===== src/rtl/tick_gen_multi.sv =====
// tick_gen_multi: NCH independent run-time programmable clock dividers, each with a
// one-cycle tick and a 50% square wave, plus global enable, phase clear and write-error pulse.
module tick_gen_multi #(
    parameter int CNT_W   = 28,
    parameter int NCH     = 2,
    parameter int CH_W    = 4,
    parameter int DEF_DIV = 10
) (
    input  logic             clk,
    input  logic             rst,
    input  logic             en,
    input  logic             sync_clr,
    input  logic             cfg_we,
    input  logic [CH_W-1:0]  cfg_ch,
    input  logic [CNT_W-1:0] cfg_div,
    output logic [NCH-1:0]   tick,
    output logic [NCH-1:0]   sq,
    output logic             cfg_err
);
    if (DEF_DIV < 2 || (64'(DEF_DIV) >> CNT_W) != 0 || (64'(1) << CH_W) < 64'(NCH) || NCH < 1 || NCH > 16)
    begin : g_bad_params
        $error("tick_gen_multi: illegal parameter set");
    end
    logic [CNT_W-1:0] cnt_q [NCH];
    logic [CNT_W-1:0] cnt_d [NCH];
    logic [CNT_W-1:0] div_q [NCH];
    logic [CNT_W-1:0] div_d [NCH];
    logic [NCH-1:0]   tick_q, tick_d, sq_q, sq_d, wr, wrap;
    logic             err_q, err_d, accept;
    always_comb begin
        accept = cfg_we && cfg_div >= CNT_W'(2) && 32'(cfg_ch) < NCH;
        err_d  = cfg_we && !accept;
        for (int c = 0; c < NCH; c++) begin
            wr[c]     = accept && cfg_ch == CH_W'(c);
            wrap[c]   = cnt_q[c] == div_q[c] - CNT_W'(1);
            cnt_d[c]  = (sync_clr || wr[c] || (en && wrap[c])) ? '0 : en ? cnt_q[c] + CNT_W'(1) : cnt_q[c];
            div_d[c]  = wr[c] ? cfg_div : div_q[c];
            tick_d[c] = !sync_clr && !wr[c] && en && wrap[c];
            // a write restarts the count but keeps the square-wave level
            sq_d[c]   = sync_clr ? 1'b0 : tick_d[c] ? ~sq_q[c] : sq_q[c];
        end
    end
    always_ff @(posedge clk or negedge rst) begin
        if (!rst) begin
            for (int c = 0; c < NCH; c++) begin
                cnt_q[c] <= '0;
                div_q[c] <= CNT_W'(DEF_DIV);
            end
            tick_q <= '0;
            sq_q   <= '0;
            err_q  <= 1'b0;
        end else begin
            cnt_q  <= cnt_d;
            div_q  <= div_d;
            tick_q <= tick_d;
            sq_q   <= sq_d;
            err_q  <= err_d;
        end
    end
    assign tick    = tick_q;
    assign sq      = sq_q;
    assign cfg_err = err_q;
endmodule


===== config.mk =====
export PLATFORM = sky130hd
export DESIGN_NAME = tick_gen_multi
export DESIGN_NICKNAME = d
export VERILOG_FILES = /design/src/rtl/tick_gen_multi.sv
export SDC_FILE = /design/constraint.sdc
export NUM_CORES = 1
export LEC_CHECK = 0
export ABC_AREA = 1
export CORE_UTILIZATION = 40
export CTS_BUF_LIST = sky130_fd_sc_hd__clkbuf_4 sky130_fd_sc_hd__clkbuf_8 sky130_fd_sc_hd__clkbuf_16
export CTS_CLUSTER_DIAMETER = 200
export CTS_CLUSTER_SIZE = 40
export DETAILED_ROUTE_END_ITERATION = 7
export PLACE_DENSITY = 0.55
export SLEW_MARGIN = 20
export SYNTH_ARGS = -nofsm -noshare
export SYNTH_HDL_FRONTEND = slang
export SYNTH_SLANG_ARGS = --single-unit
export TNS_END_PERCENT = 5

===== constraint.sdc =====
create_clock -name clk -period 2.5 [get_ports clk]
set_input_delay 0.5 -clock clk [delete_from_list [all_inputs] [get_ports clk]]
set_output_delay 0.5 -clock clk [all_outputs]
set_load 0.02 [all_outputs]

==> metrics.md <==
| Metric | Value |
|---|---|
| Status | finished, final reports clean |
| Fmax achieved | 0.421 GHz |
| R2R Path Start | div_q[0] |
| Worst Path Arrival | 2.67 ns |
| Final Critical Period | 2.37 ns |
| GRT Total Usage | 23.7% |
| DP Area | 9510 µm² |
| Slew HR | 66.0% |
| Final setup fails | 0 |
| Pin count of the biggest net entering global routing | 43 |
| Max Root-Sink Buffers | 2 |
| Post-synth top flop | dfrtp_1 |
| P per Cell Area | 659 nW/µm² |
| Initial Utilization | 41.1% |
| Ant. Diodes | 0 |
| YS warnings | 0 |
| Crit end category | flop |
| Synth area leader | dfrtp_1 |
| Worst-Skew Late Latency | 0.41 ns |
| Worst-path clk slew | 0.06 ns |
| DR DRC count | 0 |
| Routed WL per cell | 14.2 µm |
| R2r endpoint | cnt_q[10] |
| Die footprint | 20800 µm² |
| Crit path required time | 2.80 ns |
| H-tree levels | 4 |
| Critical path class | reg2reg |
| Final #Nets | 1384 |
| Avg Inst Size Synth | 6.76 µm² |
| Setup slack, reg-to-reg | 0.13 ns |
| Period utilisation layout | 95.0% |
| Worst slew pin tran | 0.510 ns |
| CTS Buf Count | 17 |
| Vias per std cell | 4.78 |
| Global-route wire length before repair | 37.6 mm |
| Post-route cell area | 10400 µm² |
| Post-synthesis mux area share | 0% |
| Yosys top cell area share | 35.0% |
| Number of core rows | 51 |
| CP Max Fanout | 6 |
| Area growth from synthesis to layout | 28.2% |
| Post-synthesis cell area | 8080 µm² |
| Io pins | 42 |
| Leakage | 4.94 nW |
| Routed Antenna Nets | 0 |
| Simple-Gate Fraction of Synth Area | 40.6% |
| Pre-antenna DRT Iters | 5 |
| Largest family of logic cells by synthesized area | simple AND/OR/NAND/NOR gates |
| Post-synthesis register bit count | 117 |
| Mapped Cells | 1195 |
| Synth area leaders | dfrtp_1 (35%), nand2_1 (17%), nor2_1 (9.3%) |
| Worst r2r path cells | 14 |
| Final Non-Filler Cells | 1621 |
| Die Ht | 144 µm |
| CTS sink cnt | 117 |
| Unrepaired setup endpoints after global routing | true |
| Critical Path Start Type | flop |
| Core area | 19700 µm² |
| Unique masters post-synth | 36 |
| Maximum vdd drop | 0.497 mV |
| 1st-iter DRT viols | 451 |
| Post-synthesis sequential area ratio | 36.3% |
| Post-Route WL | 23.0 mm |
| CTS tree | done |
| Max-Cap Viols | 0 |
| Post-DP HPWL | 18.0 mm |
| Synthesized Nets | 1236 |
| Share of layout cells above drive strength 1 | 15.3% |
| Clock Tree Root | clkbuf_16 |
| Post-Place Cells | 1575 |
| GRT overflow | 0 |
| Xor and xnor area share after synthesis | 10.4% |
| Hold Path Class | in2async |
| Port bufs | 41 |
| Post-synthesis adder-cell area fraction | 0.619% |
| Routability cong. | 0.917 |
| Compound-Gate Fraction of Synth Area | 4.40% |
| Max Slew Vio Count | 0 |
| Clock Skew | 0.00942 ns |
| Vias | 7755 |
| Initial antenna violation count | 0 |
| Async SR Flop Fraction | 100% |
| Post-synth EDFFs | 0 |
| Endpoints failing hold | 0 |
| Vias in the first global route | 7542 |
| Die width | 144 µm |
-- what timing repair did --
action	CTS	global route
endpoints found under the setup margin	0	59
resized for setup	0	30
hold buffers	1	0
setup buffers	0	11
endpoints found under the hold margin	11	0
-- layout make-up --
cell class,instances,area [µm²]
clock buffer,20,467
clock inverter,12,153
fill,1994,9290
inverter,136,510
multi-input combinational,921,4630
sequential,117,2930
tap,265,332
timing repair buffer,150,1340
-- registers in the layout (all words and copies together), names as in the netlist --
signal and flops:
cnt_q 56, div_q 56, sq 2, tick 2, cfg_err 1
-- metal layers --
layer | track usage (%) | share of wire (%) | up-vias
li1 | - | - | 4050
met1 | 30.6 | 46 | 3527
met2 | 40.2 | 49 | 138
met3 | 3.34 | 3.1 | 40
met4 | 8.64 | 2.4 | 0
met5 | 0 | 0 | -
-- how the worst max path moves through the flow --
stage | from | end | slack [ns] | depth (start not counted)
3_5_place_dp | cfg_div[11] | cnt_q[51] | -0.33 | 12
2_1_floorplan | div_q[0] | cnt_q[20] | 0.39 | 14
6_report | div_q[0] | cnt_q[10] | 0.13 | 14
3_3_place_gp | cfg_div[11] | cnt_q[17] | -0.36 | 12
5_1_grt | div_q[1] | cnt_q[10] | -0.05 | 13
4_1_cts | div_q[0] | sq[1] | 0.04 | 16
-- cell usage in the layout (no fill, tap or decap), drive strengths merged, types with 9 or more instances in the layout --
master	n
a21oi	9
buf	108
clkbuf	21
clkdlybuf4s50	40
dfrtp	113
inv	136
nand2	371
nand3	86
nand3b	13
nand4	41
nor2	225
nor3	9
o21ai	50
xnor2	21
xor2	74
-- critical path, stage by stage, from the launching register on --
cell and delay [ns]:
dfrtp_1 0.38, inv_2 0.06, ha_2 0.21, nand3_4 0.12, nor2_4 0.16, nand2_2 0.12, inv_1 0.11, nand4_1 0.10
nand2_1 0.12, nand2_1 0.07, nor2_2 0.13, nand3_2 0.11, o21ai_4 0.31, clkbuf_16 0.22, nor2_1 0.04
-- cells in the mapped netlist (all sizes together) (5+ instances only) --
| cell | instances |
|---|---|
| xnor2 | 21 |
| clkbuf | 12 |
| nand2 | 371 |
| nor2 | 225 |
| buf | 9 |
| dfrtp | 113 |
| o21bai | 5 |
| o21ai | 50 |
| and2 | 5 |
| nand3 | 86 |
| nand3b | 13 |
| nand4 | 41 |
| nor3 | 9 |
| inv | 136 |
| nor4 | 5 |
| xor2 | 74 |
| a21oi | 9 |
-- report_power, final --
group	internal [mW]	leakage [nW]	total (mW)	switching, mW
Sequential	2.11	1.53	2.40	0.283
Combinational	0.784	3.11	1.90	1.12
Clock	1.64	0.294	2.53	0.892
Total	4.54	4.94	6.83	2.29
-- cell families after synthesis --
family,count (synthesis)
adder cells (fa/ha/maj),4
AO/OA/AOI/OAI,65
flip-flops,117
XOR/XNOR,95
AND/OR/NAND/NOR,757
buffers and inverters,157
-- per-stage QoR --
step	power [mW]	utilization (%)	worst slack, ns	hold slack (ns)	TNS (ns)
after floorplan	3.51	-	0.389	0.204	0
after global placement	4.22	48.4	-0.360	0.373	-26.22
after detailed placement	4.22	48.4	-0.326	0.375	-22.62
after CTS	6.79	51.6	0.0423	0.474	0
after global routing	7.25	52.7	-0.0461	0.515	-0.823
final	6.83	52.7	0.126	0.484	0
Note: power is estimated with default switching activity, not from simulation.
